$ cat config.mk
export PLATFORM = sky130hd
export DESIGN_NAME = spi_slave_mlf
export DESIGN_NICKNAME = d
export VERILOG_FILES = /design/src/rtl/spi_slave_mlf.sv
export SDC_FILE = /design/constraint.sdc
export NUM_CORES = 1
export LEC_CHECK = 0
export CAP_MARGIN = 0
export CORE_ASPECT_RATIO = 1.4
export CORE_MARGIN = 3
export CORE_UTILIZATION = 30
export CTS_BUF_LIST = sky130_fd_sc_hd__clkbuf_8 sky130_fd_sc_hd__clkbuf_16
export CTS_CLUSTER_SIZE = 24
export DETAILED_ROUTE_END_ITERATION = 8
export PLACE_DENSITY_LB_ADDON = 0.25
export SYNTH_ARGS = -nofsm -noshare
export SYNTH_HDL_FRONTEND = slang
export SYNTH_SLANG_ARGS = --single-unit
$ cat constraint.sdc
create_clock -name i_clk -period 3.7 [get_ports i_clk]
set_clock_uncertainty 0.15 [all_clocks]
set_input_delay 0.74 -clock i_clk [delete_from_list [all_inputs] [get_ports i_clk]]
set_output_delay 0.74 -clock i_clk [all_outputs]
set_load 0.05 [all_outputs]
$ cat src/rtl/spi_slave_mlf.sv
// SPI peripheral endpoint, oversampled in the i_clk domain.
// SCLK, CS_n and MOSI are synchronized and edge-detected. No logic runs on SCLK.
// Local side: byte-wide TX holding register and RX byte output.
//
// Handshakes:
//   TX: a byte transfers when i_TX_DV & o_TX_Ready on a rising i_clk edge.
//       o_TX_Ready drops the following cycle and stays low until the held byte is
//       moved into the shift register. i_TX_DV is ignored while o_TX_Ready is low.
//   RX: o_RX_DV is a single-cycle pulse with no backpressure. o_RX_Byte is valid
//       with the pulse and is held until the next pulse.
// The FSM state is available as state_q for checkers bound to this module.
module spi_slave_mlf #(
  parameter int unsigned SPI_MODE         = 0,
  parameter int unsigned MAX_BYTES_PER_CS = 2,
  parameter logic [7:0]  DEFAULT_TX       = 8'h00
) (
  input  logic                                  i_clk,
  input  logic                                  i_rst_n,
  input  logic                                  i_TX_DV,
  input  logic [7:0]                            i_TX_Byte,
  output logic                                  o_TX_Ready,
  output logic                                  o_TX_underrun,
  output logic                                  o_RX_DV,
  output logic [7:0]                            o_RX_Byte,
  output logic [$clog2(MAX_BYTES_PER_CS+1)-1:0] o_RX_count,
  output logic                                  o_CS_active,
  input  logic                                  i_SPI_clk,
  input  logic                                  i_SPI_CS_n,
  input  logic                                  i_SPI_MOSI,
  output logic                                  o_SPI_MISO,
  output logic                                  o_SPI_MISO_oe
);

  localparam int unsigned CW   = $clog2(MAX_BYTES_PER_CS + 1);
  localparam logic [1:0]  MODE = SPI_MODE[1:0];
  localparam logic        CPOL = MODE[1];
  localparam logic        CPHA = MODE[0];

  typedef enum logic [1:0] {WAIT_IDLE, IDLE, ACTIVE} state_t;

  // [0] first stage, [1] synchronized value, [2] one cycle older (edge detect)
  logic [2:0] sclk_sync_q;
  logic [2:0] cs_sync_q;
  logic [1:0] mosi_sync_q;

  state_t         state_q, state_d;
  logic [7:0]     hold_q, hold_d;
  logic           hold_full_q, hold_full_d;
  logic [7:0]     tx_shift_q, tx_shift_d;
  logic [2:0]     tx_idx_q, tx_idx_d;
  logic           load_pend_q, load_pend_d;
  logic           miso_q, miso_d;
  logic           cs_active_q, cs_active_d;
  logic [2:0]     bit_cnt_q, bit_cnt_d;
  logic [7:0]     rx_shift_q, rx_shift_d;
  logic [7:0]     rx_byte_q, rx_byte_d;
  logic           rx_dv_q, rx_dv_d;
  logic [CW-1:0]  rx_count_q, rx_count_d;
  logic           underrun_q, underrun_d;

  logic       sclk_s, sclk_old, cs_n_s, mosi_s;
  logic       lead_edge, trail_edge, sample_edge, shift_edge, cs_fall;
  logic       load;
  logic [7:0] load_byte;

  assign sclk_s      = sclk_sync_q[1];
  assign sclk_old    = sclk_sync_q[2];
  assign cs_n_s      = cs_sync_q[1];
  assign mosi_s      = mosi_sync_q[1];
  assign lead_edge   = (sclk_old == CPOL) && (sclk_s != CPOL);
  assign trail_edge  = (sclk_old != CPOL) && (sclk_s == CPOL);
  assign sample_edge = CPHA ? trail_edge : lead_edge;
  assign shift_edge  = CPHA ? lead_edge : trail_edge;
  assign cs_fall     = cs_sync_q[2] & ~cs_sync_q[1];
  assign load_byte   = hold_full_q ? hold_q : DEFAULT_TX;

  // Synchronizers; CS resets to "asserted" so a frame in progress at reset release is not mistaken for idle
  always_ff @(posedge i_clk or negedge i_rst_n) begin
    if (!i_rst_n) begin
      sclk_sync_q <= {3{CPOL}};
      cs_sync_q   <= 3'b000;
      mosi_sync_q <= 2'b00;
    end else begin
      sclk_sync_q <= {sclk_sync_q[1:0], i_SPI_clk};
      cs_sync_q   <= {cs_sync_q[1:0], i_SPI_CS_n};
      mosi_sync_q <= {mosi_sync_q[0], i_SPI_MOSI};
    end
  end

  // Next-state logic: FSM, TX holding/shift path, RX shift path
  always_comb begin
    state_d     = state_q;
    hold_d      = hold_q;
    hold_full_d = hold_full_q;
    tx_shift_d  = tx_shift_q;
    tx_idx_d    = tx_idx_q;
    load_pend_d = load_pend_q;
    miso_d      = miso_q;
    cs_active_d = cs_active_q;
    bit_cnt_d   = bit_cnt_q;
    rx_shift_d  = rx_shift_q;
    rx_byte_d   = rx_byte_q;
    rx_dv_d     = 1'b0;
    rx_count_d  = rx_count_q;
    underrun_d  = 1'b0;
    load        = 1'b0;

    if (i_TX_DV && !hold_full_q) begin
      hold_d      = i_TX_Byte;
      hold_full_d = 1'b1;
    end

    case (state_q)
      WAIT_IDLE: begin
        if (cs_n_s) state_d = IDLE;
      end
      IDLE: begin
        if (cs_fall) begin
          state_d     = ACTIVE;
          cs_active_d = 1'b1;
          rx_count_d  = '0;
          bit_cnt_d   = 3'd7;
          load_pend_d = 1'b0;
          load        = 1'b1;
          // With CPHA=1 bit 7 waits for the first shift edge
          if (CPHA) begin
            tx_idx_d = 3'd7;
          end else begin
            miso_d   = load_byte[7];
            tx_idx_d = 3'd6;
          end
        end
      end
      ACTIVE: begin
        if (cs_n_s) begin
          state_d     = IDLE;
          cs_active_d = 1'b0;
          miso_d      = 1'b0;
          load_pend_d = 1'b0;
        end else begin
          if (sample_edge) begin
            rx_shift_d = {rx_shift_q[6:0], mosi_s};
            if (bit_cnt_q == 3'd0) begin
              rx_byte_d   = {rx_shift_q[6:0], mosi_s};
              rx_dv_d     = 1'b1;
              bit_cnt_d   = 3'd7;
              load_pend_d = 1'b1;
              if (rx_count_q != CW'(MAX_BYTES_PER_CS)) rx_count_d = rx_count_q + CW'(1);
            end else begin
              bit_cnt_d = bit_cnt_q - 3'd1;
            end
          end
          if (shift_edge) begin
            if (load_pend_q) begin
              load        = 1'b1;
              load_pend_d = 1'b0;
              miso_d      = load_byte[7];
              tx_idx_d    = 3'd6;
            end else begin
              miso_d   = tx_shift_q[tx_idx_q];
              tx_idx_d = tx_idx_q - 3'd1;
            end
          end
        end
      end
      default: state_d = WAIT_IDLE;
    endcase

    // A byte accepted this cycle only ever lands in the holding register
    if (load) begin
      tx_shift_d = load_byte;
      if (hold_full_q) hold_full_d = 1'b0;
      else             underrun_d  = 1'b1;
    end
  end

  // State registers
  always_ff @(posedge i_clk or negedge i_rst_n) begin
    if (!i_rst_n) begin
      state_q     <= WAIT_IDLE;
      hold_q      <= 8'h00;
      hold_full_q <= 1'b0;
      tx_shift_q  <= 8'h00;
      tx_idx_q    <= 3'd7;
      load_pend_q <= 1'b0;
      miso_q      <= 1'b0;
      cs_active_q <= 1'b0;
      bit_cnt_q   <= 3'd7;
      rx_shift_q  <= 8'h00;
      rx_byte_q   <= 8'h00;
      rx_dv_q     <= 1'b0;
      rx_count_q  <= '0;
      underrun_q  <= 1'b0;
    end else begin
      state_q     <= state_d;
      hold_q      <= hold_d;
      hold_full_q <= hold_full_d;
      tx_shift_q  <= tx_shift_d;
      tx_idx_q    <= tx_idx_d;
      load_pend_q <= load_pend_d;
      miso_q      <= miso_d;
      cs_active_q <= cs_active_d;
      bit_cnt_q   <= bit_cnt_d;
      rx_shift_q  <= rx_shift_d;
      rx_byte_q   <= rx_byte_d;
      rx_dv_q     <= rx_dv_d;
      rx_count_q  <= rx_count_d;
      underrun_q  <= underrun_d;
    end
  end

  assign o_TX_Ready    = ~hold_full_q;
  assign o_TX_underrun = underrun_q;
  assign o_RX_DV       = rx_dv_q;
  assign o_RX_Byte     = rx_byte_q;
  assign o_RX_count    = rx_count_q;
  assign o_CS_active   = cs_active_q;
  assign o_SPI_MISO    = miso_q;
  assign o_SPI_MISO_oe = cs_active_q;

endmodule

==> results of run 1 <==
[state kept, by name (all words and copies together), names as in the netlist, 3 cells and up]
name / cells
sclk_sync_q: 3
o_RX_Byte: 8
rx_shift_q: 7
tx_idx_q: 3
cs_sync_q: 3
tx_shift_q: 8
hold_q: 8
bit_cnt_q: 3
[power by group]
part	internal, mW	total (mW)	switching, mW
combinational	0.319	0.713	0.394
sequential	0.777	0.896	0.119
clock	0.259	0.485	0.226
[worst max-delay path, cell delays in order, from the launching register on]
cell and delay, ns:
sky130_fd_sc_hd__dfrtp_1 0.50, sky130_fd_sc_hd__inv_1 0.14, sky130_fd_sc_hd__clkdlybuf4s50_1 0.82
[cells in the mapped netlist, types with 3 or more instances]
master,number,share of area
sky130_fd_sc_hd__a21oi_1,4,0.0078
sky130_fd_sc_hd__buf_4,4,0.012
sky130_fd_sc_hd__dfrtp_1,49,0.48
sky130_fd_sc_hd__dfstp_2,6,0.062
sky130_fd_sc_hd__ha_1,9,0.044
sky130_fd_sc_hd__inv_1,22,0.032
sky130_fd_sc_hd__mux2_2,15,0.066
sky130_fd_sc_hd__mux2_4,8,0.047
sky130_fd_sc_hd__mux2i_1,9,0.035
sky130_fd_sc_hd__nand2_1,14,0.021
sky130_fd_sc_hd__nand2b_1,3,0.0074
sky130_fd_sc_hd__nor2_1,9,0.013
sky130_fd_sc_hd__nor2b_1,3,0.0074
sky130_fd_sc_hd__o21ai_0,6,0.012
[worst max-delay path by stage]
| stage | cells after the start | slack, ns | start | endpoint |
|---|---|---|---|---|
| floorplan | 7 | 1.77 | state_q[0] | o_RX_Byte[0] |
| global placement | 5 | 1.13 | state_q[0] | o_RX_Byte[2] |
| detailed placement | 5 | 1.11 | state_q[0] | o_RX_Byte[7] |
| CTS | 2 | 1.05 | hold_full_q | o_TX_Ready |
| global route | 5 | 0.90 | state_q[0] | o_RX_Byte[2] |
| finish | 2 | 1.07 | hold_full_q | o_TX_Ready |
[routing by layer]
| metal | GRT usage | routed length, µm | part of all wire | up-vias |
|---|---|---|---|---|
| li1 | - | - | - | 747 |
| met1 | 0.128 | 1970 | 0.46 | 738 |
| met2 | 0.169 | 2160 | 0.50 | 26 |
| met3 | 0.0215 | 127 | 0.030 | 2 |
| met4 | 0.0354 | 44 | 0.010 | 0 |
| met5 | 0 | 0 | 0 | - |
[through the flow]
stage / std cells / area [µm²] / setup slack [ns] / power (mW) / hold WS, ns
2_1_floorplan: 202 / 2550 / 1.77 / 1.45 / 0.181
6_report: 334 / 3070 / 1.07 / 2.09 / 0.202
4_1_cts: 334 / 3070 / 1.05 / 2.13 / 0.203
5_1_grt: 334 / 3070 / 0.904 / 2.26 / 0.217
3_3_place_gp: 326 / 2920 / 1.13 / 1.62 / 0.185
3_5_place_dp: 326 / 2920 / 1.11 / 1.63 / 0.186
[cells by family after synthesis]
kind of cell | count (synthesis) | synth area share
flip-flops | 55 | 0.542
AND/OR/NAND/NOR | 44 | 0.0985
multiplexers | 34 | 0.166
buffers and inverters | 31 | 0.0554
AO/OA/AOI/OAI | 29 | 0.0936
adder cells (fa/ha/maj) | 9 | 0.0441
[layout make-up]
| cell class | count | area [µm²] | area share |
|---|---|---|---|
| inverter | 22 | 82.6 | 0.0269 |
| clock buffer | 5 | 125 | 0.0407 |
| multi-input combinational | 116 | 1030 | 0.334 |
| clock inverter | 3 | 27.5 | 0.00895 |
| timing repair buffer | 31 | 300 | 0.0977 |
| sequential | 55 | 1380 | 0.450 |
| tap | 102 | 128 | 0.0415 |
==> metrics.md, run 1 <==
| Metric | Value |
|---|---|
| Starting Density | 0.311 |
| Total clock buffers created by CTS | 5 |
| Leakage power | 1.38 nW |
| Worst R2R End | o_RX_Byte[2] |
| Sum of net half-perimeters after detailed placement | 3.07 mm |
| Hold Crit Start | mosi_sync_q[0] |
| Via density per instance | 4.53 |
| Number of gates resized after CTS | 0 |
| Initial detailed-routing violation count | 116 |
| Boundary pin count | 30 |
| Library cell used as clock root buffer | sky130_fd_sc_hd__clkbuf_16 |
| Post-synth design cell area | 2550 µm² |
| Layout Area Growth over Synthesis | 20.4% |
| Total iterations of the first detailed-routing run | 4 |
| RSZ-0062 raised after global routing | false |
| End point of the most critical hold path | mosi_sync_q[1] |
| Category of the worst setup path capture point | output port |
| Antenna cells | 0 |
| Ratio of final minimum period to clock period | 0.712 |
| Primary flip-flop cell chosen by synthesis mapping | sky130_fd_sc_hd__dfrtp_1 |
| Maximum fanout count along the critical path | 10 |
| Number of synthesized flops with an enable pin | 0 |
| Post-Syn Nets | 225 |
| Post-route antenna net violation count | 0 |
| Synth unique cells | 45 |
| All-layer global routing usage | 0.101 |
| Number of H-tree branching levels | 2 |
| Final Hold Viols | 0 |
| Post-synthesis area per instance | 12.6 µm² |
| Utilization after layout | 0.375 |
| Worst skew pair latency | roughly 0.29 ns |
| Slew HR | 0.395 |
| Classification of the worst-slack hold path | flip-flop to flip-flop |
| Crit path arrival time | 1.74 ns |
| Sort of element at the start of the critical path | flip-flop |
| DRC violation count after routing | 0 |
| Clock tree buffer depth | 2 |
| Maximum operating frequency | 0.380 GHz |
| Initial antenna violation count | 0 |
| Power per cell area | 681 nW/µm² |
| Total number of yosys warnings | 0 |
| Maximum Capacitance Violations | 0 |
| Critical Setup Path Class | flip-flop to output port |
| Post-route setup TNS | 0 ns |
| Total clock sinks | 55 |
| Final routed wirelength across all metal layers | around 4.3 mm |
| Final routed wire length divided by cell count | 12.9 µm |
| Buffers added on ports | 29 |
| Share of post-route cells with drive strength above 1 | 0.211 |
| Async S/R FF share, synth | 1.00 |
| Reg-to-reg setup timing slack | 1.13 ns |
| Final critical delay including setup and external delays | about 2.6 ns |
| Maximum ir drop on the vdd rail | 293 µV |
| Via count of the first global-routing pass | 1608 |
| Run status | finished clean |
| Pin count of the biggest net entering global routing | between 40 and 50 |
| Chip height | 115 µm |
| Total number of vias | 1513 |
| GRT overflow | 0 |
| Post-Syn Instances | 202 |
| Register bit count reported by yosys | 55 |
| Global-route wire length before repair | 7.91 mm |
| Slew Limit Fails | 0 |
| Highest-count cells in the layout ignoring fill and taps | 49 x sky130_fd_sc_hd__dfrtp_1, 28 x sky130_fd_sc_hd__clkdlybuf4s50_1, 22 x sky130_fd_sc_hd__inv_1, 15 x sky130_fd_sc_hd__mux2_2, 14 x sky130_fd_sc_hd__nand2_1 |
| TritonCTS clock tree | done |
| Area inside the core boundary | 8200 µm² |
| Net count of the finished layout | ~250 |
| Worst flop-to-flop path startpoint | state_q[0] |
| Worst endpoint required time | 2.81 ns |
| Worst Hold Path Cells | 0 |
| Count of cells along the worst register-to-register path | 5 |
| Final setup violation count | 0 |
| Total setup buffers inserted after CTS | 0 |
| Filler cell count in the final layout | 824 |
| Hold buffer count at cts | 0 |
| Weighted congestion reported at the end of routability-driven placement | between 0.7 and 0.8 |
| Die Wd | 84.0 µm |
| Worst slew pin tran | ~0.91 ns |
| Most common library cell in the layout ignoring fill and taps | sky130_fd_sc_hd__dfrtp_1 |
| Reg clk slew, reported paths | 0.07 ns |
| Overall die area | 9670 µm² |
| Portion of the post-synthesis area used by sequential elements | 0.542 |
| Placement row count | 39 |
(Power assumes the default switching activity.)
==> inputs of run 2 (changes only) <==
- clock period: 3.7 -> 2.7 ns (I/O delays scaled with it)
==> metrics.md, run 2 (same netlist as run 1, synthesis figures left out) <==
| Metric | Value |
|---|---|
| Run status | finished clean |
| Post-route setup TNS | 0 ns (unchanged) |
| GRT overflow | 0 (unchanged) |
| Total iterations of the first detailed-routing run | 4 (unchanged) |
| Category of the worst setup path capture point | output port |
| CP max stage cell | sky130_fd_sc_hd__clkdlybuf4s50_1 |
| Cell chain of the critical path | inv_1, clkdlybuf4s50_1 |
| Worst flop-to-flop path startpoint | state_q[0] |
| TritonCTS clock tree | done |
| Clock power frac | 0.241 (+0.010) |
| Share of power burned in combinational logic | 0.347 (+0.006) |
| Worst skew pair latency | 0.28 ns (about the same) |
| Power per cell area | 938 nW/µm² (+38%) |
| Worst R2R End | tx_shift_q[4] |
| Area inside the core boundary | 8200 µm² (unchanged) |
| Leakage power | 1.41 nW (+2.1%) |
| Worst slack on hold paths | 0.0752 ns (-0.127 ns) |
| Maximum operating frequency | between 0.4 and 0.5 GHz |
| Total clock buffers created by CTS | 5 (unchanged) |
| Ratio of final minimum period to clock period | 0.831 |
| Most common library cell in the layout ignoring fill and taps | sky130_fd_sc_hd__dfrtp_1 |
| Proportion of total power due to net switching | 0.331 (-0.0222) |
| Count of cells along the worst register-to-register path | 6 (+1) |
| Buffers added on ports | 29 (unchanged) |
| Via density per instance | 4.53 (about the same) |
| Final routed wire length divided by cell count | 12.2 µm (-5.3%) |
| Met2 usage in global routing | 0.166 (-0.00372) |
| Layout Area Growth over Synthesis | 22.5% |
| Final routed wirelength across all metal layers | 4.10 mm (-4.4%) |
| All-layer global routing usage | 0.0927 (-0.00794) |
| Design internal power | 1.96 mW (+45%) |
| Worst endpoint required time | 2.01 ns (-0.80 ns) |
| Placement row count | 39 (unchanged) |
| GR met1 Demand/Resource | 0.106 (-0.0220) |
| Delay of the slowest cell on the worst path | 0.81 ns (about the same) |
| Chip height | 115 µm (unchanged) |
| Starting Density | 0.311 (unchanged) |
| Met3 capacity usage during global routing | 0.0237 (+0.00215) |
| Global-route layer with the greatest usage | met2 |
| Total clock sinks | 55 (unchanged) |
| Hold buffer count at cts | 0 (unchanged) |
| Via count of the first global-routing pass | 1578 (-1.9%) |
| Maximum Capacitance Violations | 0 (unchanged) |
| Pin count of the biggest net entering global routing | 34 (-19%) |
| Slew Limit Fails | 0 (unchanged) |
| Sum of net half-perimeters after detailed placement | 3.03 mm (-1.2%) |
| Weighted congestion reported at the end of routability-driven placement | 0.774 (about the same) |
| Classification of the worst-slack hold path | input port to asynchronous set/reset pin |
| Worst slew pin tran | 0.579 ns (-0.328 ns) |
| Final critical delay including setup and external delays | around 2.2 ns |
| Net count of the finished layout | 258 (+1.6%) |
| Die Wd | 84.0 µm (unchanged) |
| Share of post-route cells with drive strength above 1 | 0.221 (+0.0101) |
| Post-route antenna net violation count | 0 (unchanged) |
| Maximum fanout count along the critical path | 3 (-7) |
| Maximum ir drop on the vdd rail | 387 µV (+32%) |
| Top delay family on crit path | buffers and inverters |
| Library cell used as clock root buffer | sky130_fd_sc_hd__clkbuf_16 |
| Bufs and invs on worst path | 2 (unchanged) |
| Total number of vias | 1526 (+0.86%) |
| Global-route wire length before repair | 7.26 mm (-8.2%) |
| Antenna cells | 0 (unchanged) |
| Clock tree buffer depth | 2 (unchanged) |
| Slew HR | 0.614 (+0.218) |
| Crit path arrival time | 1.55 ns (-0.19 ns) |
| RSZ-0062 raised after global routing | false |
| Number of H-tree branching levels | 2 (unchanged) |
| Initial detailed-routing violation count | 78 (-33%) |
| Number of gates resized after CTS | 0 (unchanged) |
| Filler cell count in the final layout | 810 (-1.7%) |
| Final setup violation count | 0 (unchanged) |
| Sort of element at the start of the critical path | flip-flop |
| P_sw | 0.970 mW (+31%) |
| Overall die area | 9670 µm² (unchanged) |
| DRC violation count after routing | 0 (unchanged) |
| Critical Setup Path Class | flip-flop to output port |
| Final Hold Viols | 0 (unchanged) |
| Initial antenna violation count | 0 (unchanged) |
| Highest-count cells in the layout ignoring fill and taps | 49 x sky130_fd_sc_hd__dfrtp_1, 28 x sky130_fd_sc_hd__clkdlybuf4s50_1, 22 x sky130_fd_sc_hd__inv_1, 15 x sky130_fd_sc_hd__mux2_2, 14 x sky130_fd_sc_hd__nand2_1 |
| Part of the total power dissipated in sequential elements | 0.412 (-0.016) |
| Boundary pin count | 30 (unchanged) |
| Reg clk slew, reported paths | 0.07 ns (about the same) |
| Total setup buffers inserted after CTS | 0 (unchanged) |
| Reg-to-reg setup timing slack | 0.52 ns (-0.61 ns) |
==> run 2: cell count changes in the layout (fill, tap and decap cells not counted) <==
cell,before,now
sky130_fd_sc_hd__buf_4,2,5
sky130_fd_sc_hd__buf_12,0,1
sky130_fd_sc_hd__bufinv_16,0,1
sky130_fd_sc_hd__inv_6,1,0
sky130_fd_sc_hd__inv_8,1,0
==> run 2: cell type report <==
cell class,instances,area [µm²],share of cell area
inverters,22,82.6,0.0264
clock inverters,2,37.5,0.0120
multi-input cells,116,1030,0.329
well taps,102,128,0.0408
clock buffers,5,125,0.0400
repair buffers,35,343,0.110
flip-flops and latches,55,1380,0.443
==> run 2: per-stage QoR <==
stage               instance area [µm²]  instances  utilization  worst slack [ns]  total power [mW]
detailed placement                 2960        330        0.362             0.487              2.26
CTS                                3130        337        0.381             0.435              2.99
global placement                   2960        330        0.362             0.529              2.25
floorplan                          2550        202            -             0.768              1.99
global route                       3130        337        0.381             0.301              3.15
finish                             3130        337        0.381             0.457              2.93
==> run 2: layer usage <==
layer	up-vias	share of wire
met5	-	0
met4	0	0.0093
met3	4	0.033
met2	20	0.52
met1	740	0.44
li1	762	-
==> run 2: worst max path at each step <==
stage,from,endpoint,slack (ns),cells after the start
floorplan,state_q[0],o_RX_Byte[0],0.77,7
global placement,state_q[0],tx_shift_q[3],0.53,6
detailed placement,state_q[0],tx_shift_q[7],0.49,6
CTS,hold_full_q,o_TX_Ready,0.43,2
global route,state_q[1],o_RX_count[1],0.30,6
finish,hold_full_q,o_TX_Ready,0.46,2
==> run 2: worst reg2reg max path, stage by stage, from the launching register on <==
cell and delay [ns]:
sky130_fd_sc_hd__dfrtp_1 0.44, sky130_fd_sc_hd__inv_1 0.11, sky130_fd_sc_hd__ha_1 0.21, sky130_fd_sc_hd__nor2b_1 0.26, sky130_fd_sc_hd__and4b_1 0.25, sky130_fd_sc_hd__o21a_1 0.45
sky130_fd_sc_hd__mux2i_1 0.24
==> run 2: power by group through the flow <==
stage	logic, mW	registers [mW]	clock network, mW
finish	1.02	1.21	0.708
global route	1.13	1.24	0.774
CTS	1.04	1.22	0.742
detailed placement	1.03	1.23	0
global placement	1.02	1.23	0
floorplan	0.719	1.27	0
==> inputs of run 3 (changes only) <==
- clock period: 2.7 -> 2.1 ns (I/O delays scaled with it)
==> metrics.md, run 3 (same netlist as run 1, synthesis figures left out) <==
| Metric | Value |
|---|---|
| Total clock sinks | 55 (unchanged) |
| Clock tree buffer depth | 2 (unchanged) |
| Worst endpoint required time | 1.53 ns (-0.48 ns) |
| Cell chain of the critical path | clkdlybuf4s50_1 |
| Final routed wire length divided by cell count | 12.2 µm (+0.53%) |
| Critical Setup Path Class | flip-flop to output port |
| Maximum Capacitance Violations | 0 (unchanged) |
| Final Hold Viols | 0 (unchanged) |
| Final routed wirelength across all metal layers | 4.25 mm (+3.5%) |
| Part of the total power dissipated in sequential elements | 0.390 (-0.022) |
| Final critical delay including setup and external delays | 2.04 ns |
| TritonCTS clock tree | done |
| Slew HR | 0.672 (+0.0580) |
| Slew Limit Fails | 0 (unchanged) |
| Global-route wire length before repair | 7.51 mm (+3.5%) |
| Via count of the first global-routing pass | 1665 (+5.5%) |
| Crit path arrival time | 1.47 ns (-0.08 ns) |
| DRC violation count after routing | 0 (unchanged) |
| Net count of the finished layout | 267 (+3.5%) |
| Proportion of total power due to net switching | 0.325 (-0.00602) |
| CP max stage cell | sky130_fd_sc_hd__clkdlybuf4s50_1 |
| GRT overflow | 0 (unchanged) |
| Worst slew pin tran | 0.491 ns (-0.0885 ns) |
| RSZ-0062 raised after global routing | false |
| Total clock buffers created by CTS | 5 (unchanged) |
| Initial detailed-routing violation count | 70 (-10%) |
| Delay of the slowest cell on the worst path | 0.81 ns (about the same) |
| Classification of the worst-slack hold path | flip-flop to flip-flop |
| Highest-count cells in the layout ignoring fill and taps | 49 x sky130_fd_sc_hd__dfrtp_1, 22 x sky130_fd_sc_hd__inv_1, 20 x sky130_fd_sc_hd__clkdlybuf4s50_1, 20 x sky130_fd_sc_hd__buf_4, 15 x sky130_fd_sc_hd__mux2_2 |
| Bufs and invs on worst path | 1 (-1) |
| Category of the worst setup path capture point | output port |
| Overall die area | 9670 µm² (unchanged) |
| Filler cell count in the final layout | 825 (+1.9%) |
| Library cell used as clock root buffer | sky130_fd_sc_hd__clkbuf_16 |
| Maximum fanout count along the critical path | 2 (-1) |
| Design internal power | 2.69 mW (+37%) |
| Final setup violation count | 0 (unchanged) |
| Leakage power | 1.48 nW (+5.2%) |
| Clock power frac | 0.269 (+0.028) |
| Initial antenna violation count | 0 (unchanged) |
| Number of gates resized after CTS | 0 (unchanged) |
| Total setup buffers inserted after CTS | 0 (unchanged) |
| Total iterations of the first detailed-routing run | 4 (unchanged) |
| Post-route antenna net violation count | 0 (unchanged) |
| Total number of vias | 1549 (+1.5%) |
| All-layer global routing usage | 0.0969 (+0.00425) |
| Number of H-tree branching levels | 2 (unchanged) |
| Chip height | 115 µm (unchanged) |
| Area inside the core boundary | 8200 µm² (unchanged) |
| Maximum operating frequency | roughly 0.49 GHz |
| Antenna cells | 0 (unchanged) |
| Run status | finished clean |
| Share of power burned in combinational logic | 0.341 (-0.006) |
| Weighted congestion reported at the end of routability-driven placement | 0.737 (-4.7%) |
| Die Wd | 84.0 µm (unchanged) |
| Placed Cells incl. Taps | 338 (+2.4%) |
| Sum of net half-perimeters after detailed placement | 3.15 mm (+3.9%) |
| Maximum ir drop on the vdd rail | 564 µV (+46%) |
| Share of post-route cells with drive strength above 1 | 0.282 (+0.0604) |
| Placement row count | 39 (unchanged) |
| Reg clk slew, reported paths | 0.07 ns (about the same) |
| Top delay family on crit path | buffers and inverters |
| Pin count of the biggest net entering global routing | 37 (+8.8%) |
| P_sw | 1.29 mW (+33%) |
| Ratio of final minimum period to clock period | 0.973 |
| Post-route setup TNS | 0 ns (unchanged) |
| Boundary pin count | 30 (unchanged) |
| Sort of element at the start of the critical path | flip-flop |
| Starting Density | 0.311 (unchanged) |
| Layout Area Growth over Synthesis | 26.1% |
| Most common library cell in the layout ignoring fill and taps | sky130_fd_sc_hd__dfrtp_1 |
| Buffers added on ports | 29 (unchanged) |
| Power per cell area | 1240 nW/µm² (+32%) |
| Worst skew pair latency | 0.29 ns (about the same) |
| Via density per instance | 4.46 (-1.4%) |
| Non-filler cells in the finished layout | 347 (+3.0%) |
## run 3: through the flow
stage	instance area, µm²	hold slack, ns	worst slack, ns	utilization	total power [mW]
after global placement	3020	0.184	0.206	0.368	2.94
after CTS	3220	0.203	0.0372	0.393	4.04
after floorplan	2550	-0.0256	0.168	-	2.56
after global routing	3220	0.216	0.00293	0.393	4.27
final	3220	0.200	0.0572	0.393	3.98
after detailed placement	3020	0.187	0.196	0.368	2.96
## run 3: final cells by class
type	instances	area [µm²]	area share
Multi-Input combinational cell	116	1030	0.319
Clock buffer	5	125	0.0389
Sequential cell	55	1380	0.430
Tap cell	102	128	0.0396
Clock inverter	3	67.6	0.0210
Timing Repair Buffer	44	405	0.126
Inverter	22	82.6	0.0257
## run 3: final timing paths
path                                 from              to  slack [ns]  cells past startpoint
setup / recovery             o_RX_Byte[2]    o_RX_Byte[2]        0.06                      1
hold / removal             mosi_sync_q[0]  mosi_sync_q[1]        0.20                      0
setup reg to reg               state_q[1]     tx_idx_q[1]        0.21                      7
hold reg to reg            mosi_sync_q[0]  mosi_sync_q[1]        0.20                      0
max in group asynchronous         i_rst_n     tx_idx_q[2]        0.74                      3
min in group asynchronous         i_rst_n    o_RX_Byte[2]        0.45                      2
## run 3: power groups by stage
stage               Combinational (mW)  Clock, mW  Sequential [mW]
finish                            1.36       1.07             1.55
detailed placement                1.38          0             1.58
CTS                               1.38       1.09             1.56
global placement                  1.36          0             1.58
floorplan                        0.924          0             1.63
global route                      1.52       1.15             1.60
## run 3: timing repair
action,4_1_cts,5_1_grt
setup endpoints to repair,0,0
hold buffers,1,0
endpoints found under the hold margin,19,0
## run 3: layer usage
layer | GRT usage | vias to the layer above | part of all wire
li1 | - | 774 | -
met1 | 0.108 | 745 | 0.42
met2 | 0.180 | 25 | 0.53
met3 | 0.0222 | 5 | 0.033
met4 | 0.0354 | 0 | 0.016
met5 | 0 | - | 0
